File: src/rtl/alu_pkg.sv
`default_nettype none
// ============================================================================
// Module      : alu_pkg
// Description : Shared types and helpers for the ALU result stage.
//               - nzcv_t        : packed {n,z,c,v} flag group
//               - FLAG_*        : bit positions of each flag in a 4-bit NZCV
//               - stage_state_t : occupancy of the 2-entry result buffer
//               - entry_t       : one buffered ALU result with its flags
//               - calc_nzcv     : derive NZCV from an ALU result
// Revision    : 1.0 - initial release
// ============================================================================
package alu_pkg;

  // Datapath widths shared by the ALU and its result stage. The stage's
  // N / DEST_W parameters default to these and must stay equal to them,
  // since entry_t stores every field at exactly these widths.
  localparam int ALU_N      = 4;
  localparam int ALU_DEST_W = 4;

  // Bit positions within a 4-bit {N,Z,C,V} vector.
  localparam int FLAG_N = 3;
  localparam int FLAG_Z = 2;
  localparam int FLAG_C = 1;
  localparam int FLAG_V = 0;

  typedef struct packed {
    logic n;
    logic z;
    logic c;
    logic v;
  } nzcv_t;

  typedef enum logic [1:0] {
    EMPTY = 2'd0,
    ONE   = 2'd1,
    FULL  = 2'd2
  } stage_state_t;

  typedef struct packed {
    logic [ALU_N-1:0]      result;
    logic [ALU_DEST_W-1:0] dest;
    nzcv_t                 nzcv;
    logic                  set_flags;
  } entry_t;

  // N and Z come from the result itself; C and V are passed through from
  // the ALU because only it knows the operands.
  function automatic nzcv_t calc_nzcv(input logic [ALU_N-1:0] result,
                                      input logic             carry,
                                      input logic             overflow);
    nzcv_t f;
    f.n = result[ALU_N-1];
    f.z = (result == '0);
    f.c = carry;
    f.v = overflow;
    return f;
  endfunction

endpackage
`default_nettype wire

File: src/rtl/alu_result_stage.sv
`default_nettype none
// ============================================================================
// Module      : alu_result_stage
// Description : Registered output stage behind the ALU mux. Captures result,
//               carry and overflow, derives N/Z, and hands the result to
//               writeback through a valid/ready handshake backed by a
//               2-entry (main + skid) buffer. Keeps the architectural NZCV
//               register, updated when a flag-setting entry is delivered.
// Ports       :
//   clk          in   1       clock, rising edge
//   rst          in   1       synchronous reset, active low
//   in_valid     in   1       ALU result valid
//   in_ready     out  1       stage can accept (registered)
//   in_result    in   N       ALU result
//   in_carry     in   1       ALU carry-out
//   in_overflow  in   1       ALU signed overflow
//   in_set_flags in   1       entry updates NZCV when consumed
//   in_dest      in   DEST_W  destination tag
//   out_valid    out  1       head entry available
//   out_ready    in   1       writeback accepts
//   out_result   out  N       head result
//   out_dest     out  DEST_W  head destination tag
//   out_nzcv     out  4       head entry flags {N,Z,C,V}
//   flags        out  4       architectural NZCV {N,Z,C,V}
// Revision    : 1.0 - initial release
// ============================================================================
module alu_result_stage
  import alu_pkg::*;
#(
  parameter int N      = alu_pkg::ALU_N,
  parameter int DEST_W = alu_pkg::ALU_DEST_W
) (
  input  logic              clk,
  input  logic              rst,
  input  logic              in_valid,
  output logic              in_ready,
  input  logic [N-1:0]      in_result,
  input  logic              in_carry,
  input  logic              in_overflow,
  input  logic              in_set_flags,
  input  logic [DEST_W-1:0] in_dest,
  output logic              out_valid,
  input  logic              out_ready,
  output logic [N-1:0]      out_result,
  output logic [DEST_W-1:0] out_dest,
  output logic [3:0]        out_nzcv,
  output logic [3:0]        flags
);

  stage_state_t state_q, state_d;
  entry_t       main_q,  main_d;
  entry_t       skid_q,  skid_d;
  nzcv_t        flags_q, flags_d;
  logic         in_ready_q, in_ready_d;

  entry_t       new_entry;
  logic         accept;
  logic         deliver;

  // Incoming entry, with flags computed at capture time.
  always_comb begin
    new_entry           = '0;
    new_entry.result    = in_result;
    new_entry.dest      = in_dest;
    new_entry.nzcv      = calc_nzcv(in_result, in_carry, in_overflow);
    new_entry.set_flags = in_set_flags;
  end

  assign out_valid = (state_q != EMPTY);
  assign accept    = in_valid && in_ready_q;
  assign deliver   = out_valid && out_ready;

  // Next-state, entry movement and flag update.
  always_comb begin
    state_d = state_q;
    main_d  = main_q;
    skid_d  = skid_q;
    flags_d = flags_q;

    unique case (state_q)
      EMPTY: begin
        if (accept) begin
          main_d  = new_entry;
          state_d = ONE;
        end
      end
      ONE: begin
        if (accept && deliver) begin
          // Replace head in the same cycle: no bubble.
          main_d = new_entry;
        end else if (accept) begin
          skid_d  = new_entry;
          state_d = FULL;
        end else if (deliver) begin
          // Clearing main keeps out_* at zero while empty.
          main_d  = '0;
          state_d = EMPTY;
        end
      end
      FULL: begin
        // in_ready is low here, so accept cannot occur.
        if (deliver) begin
          main_d  = skid_q;
          skid_d  = '0;
          state_d = ONE;
        end
      end
      default: begin
        state_d = EMPTY;
        main_d  = '0;
        skid_d  = '0;
      end
    endcase

    // Flags follow delivery order, never acceptance order.
    if (deliver && main_q.set_flags) begin
      flags_d = main_q.nzcv;
    end

    // Registered ready: high unless the buffer will be full next cycle.
    in_ready_d = (state_d != FULL);
  end

  always_ff @(posedge clk) begin
    if (!rst) begin
      state_q    <= EMPTY;
      main_q     <= '0;
      skid_q     <= '0;
      flags_q    <= '0;
      in_ready_q <= 1'b1;
    end else begin
      state_q    <= state_d;
      main_q     <= main_d;
      skid_q     <= skid_d;
      flags_q    <= flags_d;
      in_ready_q <= in_ready_d;
    end
  end

  assign in_ready   = in_ready_q;
  assign out_result = main_q.result;
  assign out_dest   = main_q.dest;
  assign out_nzcv   = main_q.nzcv;
  assign flags      = flags_q;

endmodule
`default_nettype wire

File: config.mk
export PLATFORM = sky130hd
export DESIGN_NAME = alu_result_stage
export DESIGN_NICKNAME = d
export VERILOG_FILES = /design/src/rtl/alu_pkg.sv /design/src/rtl/alu_result_stage.sv
export SDC_FILE = /design/constraint.sdc
export NUM_CORES = 1
export LEC_CHECK = 0
export ABC_CLOCK_PERIOD_IN_PS = 2650
export CAP_MARGIN = 20
export CORE_UTILIZATION = 50
export DETAILED_ROUTE_END_ITERATION = 6
export HOLD_SLACK_MARGIN = 0.03
export PLACE_DENSITY = 0.79
export RECOVER_POWER = 50
export SYNTH_ARGS = -nofsm -noshare
export SYNTH_HDL_FRONTEND = slang
export SYNTH_SLANG_ARGS = --single-unit
File: constraint.sdc
create_clock -name clk -period 2.65 [get_ports clk]
set_clock_uncertainty 0.1 [all_clocks]
set_input_delay 0.3975 -clock clk [delete_from_list [all_inputs] [get_ports clk]]
set_output_delay 0.3975 -clock clk [all_outputs]
set_load 0.005 [all_outputs]
==> impl_metrics.csv, run 1 <==
group,metric,value,unit
global_routing,grt_max_degree,25,
synth,synth_cells,167,
setup_path,critPathCapture,"out_dest[0]$_SDFFE_PN0P_",
synth,syn_area,1526,um^2
cts,postCtsSetupRepairBufs,0,
synth,synthTopCellsByArea,"dfxtp_1 41%, mux2i_1 9.8%, buf_4 7.4%",
synth,ys_types,31,
floorplanning,start_util,53.96,%
layout,n_fill_cell,238,
setup_path,r2r-end,"skid_q[6]$_SDFFE_PN0P_",
power,max-vdd-ir-drop,0.0002757,V
cts,clk_pin_slew_worst_paths,0.09,ns
run_status,violations,"DRC",
place,dpl-instance-area,1769,um^2
cts,cts.repair.resized,0,
cts,cts_tree,"built",
layout,multi_input_area,728.2,um^2
layout,layout_commonest_cell,"dfxtp_1",
synth,synthFlopType,"dfxtp_1",
power,p_leak,0.7234,nW
timing,max-slew-margin-rel,53.65,%
setup_path,endpoint_kind,"register",
cts,cts-root-buf,"clkbuf_4",
layout,num_antenna_cells,0,
timing,clock.fmax,475.3,MHz
drt,drt_iter0_markers,36,
timing,maxSlewViolCount,0,
synth,ys_ff_latch,31,
setup_path,r2r_start,"state_q[1]$_SDFF_PN0_",
drt,viasPerCell,5.955,
drt,wl,3123,um
cts,clk_latency,0.31,ns
cts,cts_buffers,5,
layout,finish.net_count,203,
layout,syn2layout_area_growth,18.85,%
timing,fin_crit,2.104,ns
drt,firstDrtPassIters,6,
floorplanning,core_region_area,2829,um^2
cts,h-tree-depth,2,
setup_path,critPathKind,"in2reg",
place,dpl.cell_count,212,
global_routing,antenna_found_initial,0,
synth,synth_top_area_cell,"dfxtp_1",
synth,async_reset_ff_share,0,%
floorplanning,die_w,57.26,um
layout,fin_util,64.13,%
setup_path,cp.arrival,2.26,ns
setup_path,critPathLaunch,"out_ready",
floorplanning,die_area,3278,um^2
setup_path,ff2ff_setup_slack,0.76,ns
place,io_buffer_count,32,
layout,most-common-layout-cells,"31 x dfxtp_1, 18 x dlygate4sd3_1, 15 x nand3_1, 15 x mux2i_1",
cts,ctsHoldBuffers,0,
layout,register_area,620.6,um^2
synth,yosysWarnings,0,
setup_path,cp_max_fo,11,
global_routing,grt_usage,19.98,%
cts,clock_path_buffers,2,
setup_path,worstSetupStartpointType,"input pin",
synth,synth_edf_count,0,
timing,hold_violations,0,
floorplanning,io_pins,33,
layout,drive_gt1_share,7.937,%
cts,clock_sinks,31,
power,total_power,0.0009297,W
timing,post-route-period-util,79.39,%
timing,setup_viol,0,
synth,yosysSeqAreaShare,40.66,%
global_routing,grt_pass1_wl,5133,um
setup_path,crit_required,2.80,ns
setup_path,reg2reg_depth,5,
flow_run,drv_cap,0,
timing,finalSetupTns,0,ns
global_routing,grt_pass1_vias,1197,
synth,syn_avg_cell_area,9.141,um^2
drt,vias,1310,
layout,finalInstanceArea,1814,um^2
timing,rsz0062_at_grt,"false",
place,dp_hpwl,2338,um
min_path,min_path_type,"reg2reg",
power,p_per_area,512.5,nW/um^2
synth,synth_top_area_share,40.66,%
run_status,status,"finished with violations",
place,place_congestion,0.7856,
timing,tightest_slew,0.6927,ns
drt,drc,2,
floorplanning,fp.dieH,57.26,um
layout,final_cells,220,
drt,routedWlPerCell,14.20,um
synth,synth_nets,182,
floorplanning,row_count,19,
drt,antenna_left,0,
global_routing,gr-total-overflow,0,
==> worst min path at each step <==
stage	from	endpoint	slack (ns)	cells after the start
3_3_place_gp	skid_q[0]$_SDFFE_PN0P_	skid_q[0]$_SDFFE_PN0P_	0.35	2
6_report	skid_q[3]$_SDFFE_PN0P_	skid_q[3]$_SDFFE_PN0P_	0.38	2
5_1_grt	skid_q[8]$_SDFFE_PN0P_	skid_q[8]$_SDFFE_PN0P_	0.40	2
3_5_place_dp	skid_q[3]$_SDFFE_PN0P_	skid_q[3]$_SDFFE_PN0P_	0.37	2
4_1_cts	skid_q[3]$_SDFFE_PN0P_	skid_q[3]$_SDFFE_PN0P_	0.38	2
2_1_floorplan	skid_q[3]$_SDFFE_PN0P_	skid_q[3]$_SDFFE_PN0P_	0.34	2
==> logic make-up after synthesis <==
group / share of synthesized area [%]
DFF: 40.66
AOI/OAI and AO/OA: 22.13
and+or+nand+nor: 15.33
muxes: 10.57
buffers and inverters: 11.31
==> report_power, final <==
part	leakage, nW	switching, W	internal [W]	total (W)
Sequential	0.252	0.0000139	0.000488	0.000502
Combinational	0.442	0.0000865	0.0000877	0.000174
Clock	0.0293	0.000150	0.000103	0.000253
==> cells in the mapped netlist (all sizes together), types with 2 or more instances <==
| cell type | count |
|---|---|
| or2 | 2 |
| nand2 | 13 |
| o2bb2ai | 11 |
| inv | 3 |
| a22o | 11 |
| nand2b | 3 |
| mux2i | 15 |
| clkbuf | 2 |
| dfxtp | 31 |
| a21oi | 2 |
| buf | 22 |
| o21ai | 14 |
| nor2 | 10 |
| nand3 | 15 |
==> flip-flops by register name, summed over array words and instances, names as in the netlist <==
| signal | count |
|---|---|
| flags | 4 |
| in_ready | 1 |
| main_q | 1 |
| out_dest | 4 |
| out_nzcv | 3 |
| out_result | 4 |
| skid_q | 12 |
| state_q | 2 |
==> area by class of cell <==
type,instances,share of cell area [%]
Timing Repair Buffer,38,20.14
Clock inverter,1,0.2759
Sequential cell,31,34.21
Inverter,3,0.6207
Tap cell,31,2.138
Clock buffer,7,2.483
Multi-Input combinational cell,109,40.14
==> layer usage <==
metal | up-vias | global-route usage (%) | share of wire, %
met5 | - | 0 | 0
met4 | 0 | 6.272 | 0.99
met3 | 5 | 4.308 | 4.9
met2 | 38 | 35.46 | 50
met1 | 630 | 24.11 | 44
li1 | 637 | - | -
==> through the flow <==
step                      hold WS, ns  setup slack (ns)
after global routing           0.4023            0.3847
after CTS                      0.3840            0.5858
after global placement         0.3524            0.4383
after detailed placement       0.3698            0.2668
after floorplan                0.3414             1.157
final                          0.3815            0.5461
==> worst max-delay path, cell delays in order <==
cell           delay (ns)
dlygate4sd3_1        0.67
a21oi_1              0.29
a22oi_1              0.13
nor2_1               0.51
a22o_1               0.25
Note: power is estimated with default switching activity, not from simulation.
==> run 2: changes to the inputs <==
--- a/config.mk
+++ b/config.mk
@@ -5,12 +5,12 @@
 export SDC_FILE = /design/constraint.sdc
 export NUM_CORES = 1
 export LEC_CHECK = 0
-export ABC_CLOCK_PERIOD_IN_PS = 2650
+export ABC_CLOCK_PERIOD_IN_PS = 1930
 export CAP_MARGIN = 20
-export CORE_UTILIZATION = 50
+export CORE_UTILIZATION = 45
 export DETAILED_ROUTE_END_ITERATION = 6
 export HOLD_SLACK_MARGIN = 0.03
-export PLACE_DENSITY = 0.79
+export PLACE_DENSITY = 0.75
 export RECOVER_POWER = 50
 export SYNTH_ARGS = -nofsm -noshare
 export SYNTH_HDL_FRONTEND = slang
==> constraint.sdc (replaced) <==
create_clock -name clk -period 1.93 [get_ports clk]
set_clock_uncertainty 0.1 [all_clocks]
set_input_delay 0.2895 -clock clk [delete_from_list [all_inputs] [get_ports clk]]
set_output_delay 0.2895 -clock clk [all_outputs]
set_load 0.005 [all_outputs]
==> run 2 against run 1 <==
Against the previous run:
- the run now ends clean
- cell area rose by 6.4%
- worst hold slack got worse by 0.0056 ns
- sequential share of layout area fell by 2.0 points
- first-iteration DRC count rose by 17%
- combinational power rose by 49%
- largest power group unchanged
==> impl_metrics.csv, run 2 (synthesis gave the netlist of run 1 again) <==
group,metric,value,unit
setup_path,cp.arrival,1.43,ns
min_path,min-delay-start,"skid_q[10]$_SDFFE_PN0P_",
layout,syn2layout_area_growth,26.48,%
place,dp_hpwl,2434,um
cts,cts_buffers,5,
layout,final_cells,242,
layout,largest_reg_flops,12,
layout,finish.net_count,212,
timing,setup_viol,0,
flow_run,drv_cap,0,
layout,layout_commonest_cell,"dfxtp_1",
min_path,min_path_type,"reg2reg",
cts,clk_latency,0.33,ns
setup_path,worstSetupStartpointType,"register",
floorplanning,row_count,20,
cts,cts_tree,"built",
timing,maxSlewViolCount,0,
drt,firstDrtPassIters,4,
timing,fin_crit,1.819,ns
drt,viasPerCell,5.364,
run_status,status,"complete, no violations",
place,dpl.cell_count,234,
timing,fin_ws,0.1108,ns
timing,max-slew-margin-rel,54.78,%
floorplanning,io_pins,33,
global_routing,grt_max_degree,19,
layout,fin_util,61.72,%
floorplanning,fp.dieH,60.24,um
timing,hold_violations,0,
cts,clock_path_buffers,2,
global_routing,antenna_found_initial,0,
global_routing,grt_pass1_wl,5375,um
global_routing,grt_pass1_vias,1259,
timing,finalSetupTns,0,ns
floorplanning,core_region_area,3128,um^2
layout,num_antenna_cells,0,
cts,h-tree-depth,2,
cts,cts-root-buf,"clkbuf_4",
timing,post-route-period-util,94.26,%
drt,routedWlPerCell,13.60,um
layout,most-common-layout-cells,"30 x dfxtp_1, 27 x clkdlybuf4s50_1, 15 x nand3_1, 15 x mux2i_1, 14 x o21ai_0",
power,p_leak,0.7490,nW
drt,drc,0,
layout,largest_register,"skid_q",
setup_path,cp_max_fo,7,
drt,antenna_left,0,
floorplanning,die_w,60.24,um
floorplanning,start_util,48.80,%
layout,finalInstanceArea,1931,um^2
place,io_buffer_count,32,
cts,clock_sinks,31,
drt,vias,1298,
floorplanning,die_area,3629,um^2
layout,drive_gt1_share,13.64,%
timing,clock.fmax,549.7,MHz
power,p_per_area,762.8,nW/um^2
drt,drt_iter0_markers,42,
setup_path,r2r_start,"state_q[0]$_SDFF_PN0_",
power,max-vdd-ir-drop,0.0003347,V
setup_path,critPathLaunch,"state_q[0]$_SDFF_PN0_",
place,dpl-instance-area,1853,um^2
global_routing,gr-total-overflow,0,
timing,tightest_slew,0.6758,ns
global_routing,grt_usage,20.36,%
timing,rsz0062_at_grt,"false",
place,place_congestion,0.8064,
setup_path,endpoint_kind,"output pin",
setup_path,crit_required,1.54,ns
setup_path,critPathKind,"reg2out",
cts,clk_pin_slew_worst_paths,0.10,ns
drt,wl,3291,um
place,post-place-ws,-0.05708,ns
## run 2: changes by cell type in the layout (fill, tap and decap cells not counted), moves of 2 or more
cell,previous run,this run
dlygate4sd3_1,18,5
clkbuf_2,0,2
buf_4,6,13
clkdlybuf4s50_1,14,27
clkbuf_1,2,0
## run 2: per-layer routing
metal	vias up	global-route usage [%]	wire [um]
met1	600	23.78	1413
met5	-	0	0
met4	0	9.967	61
met2	36	35.16	1660
met3	9	3.896	156
li1	653	-	-
## run 2: worst paths after layout
check / end / slack, ns / depth (start not counted)
max reg2reg: out_result[1]$_SDFFE_PN0P_ / 0.18 / 6
min reg2reg: skid_q[10]$_SDFFE_PN0P_ / 0.38 / 2
min: skid_q[10]$_SDFFE_PN0P_ / 0.38 / 2
max: out_valid / 0.11 / 2
## run 2: repair_timing
action,4_1_cts,5_1_grt
buffers inserted,0,0
hold buffers,0,0
endpoints found under the setup margin,0,1
gates resized for setup,0,1
## run 2: worst max-delay path, stage by stage, from the launching register on
cell and delay (ns):
dfxtp_2 0.39, or2_0 0.18, clkdlybuf4s50_1 0.54
## run 2: metrics by stage
stage | hold WS, ns | total power (W)
final | 0.3759 | 0.001473
after global routing | 0.3979 | 0.001544
after CTS | 0.3815 | 0.001489
after detailed placement | 0.3653 | 0.0009699
after global placement | 0.3524 | 0.0009598
after floorplan | 0.3282 | 0.0008666
## run 2: power breakdown
group          internal (W)  switching [W]
Clock              0.000306       0.000216
Sequential         0.000671      0.0000211
Combinational      0.000137       0.000122
Total               0.00111       0.000359
## run 2: cell type report
cell class | instances | area, um^2
clock buffers | 6 | 51.30
clock inverters | 2 | 35.03
fillers | 261 | 1197
inverters | 3 | 11.26
multi-input cells | 109 | 728.2
flip-flops and latches | 31 | 621.8
well taps | 44 | 55.05
repair buffers | 47 | 427.9
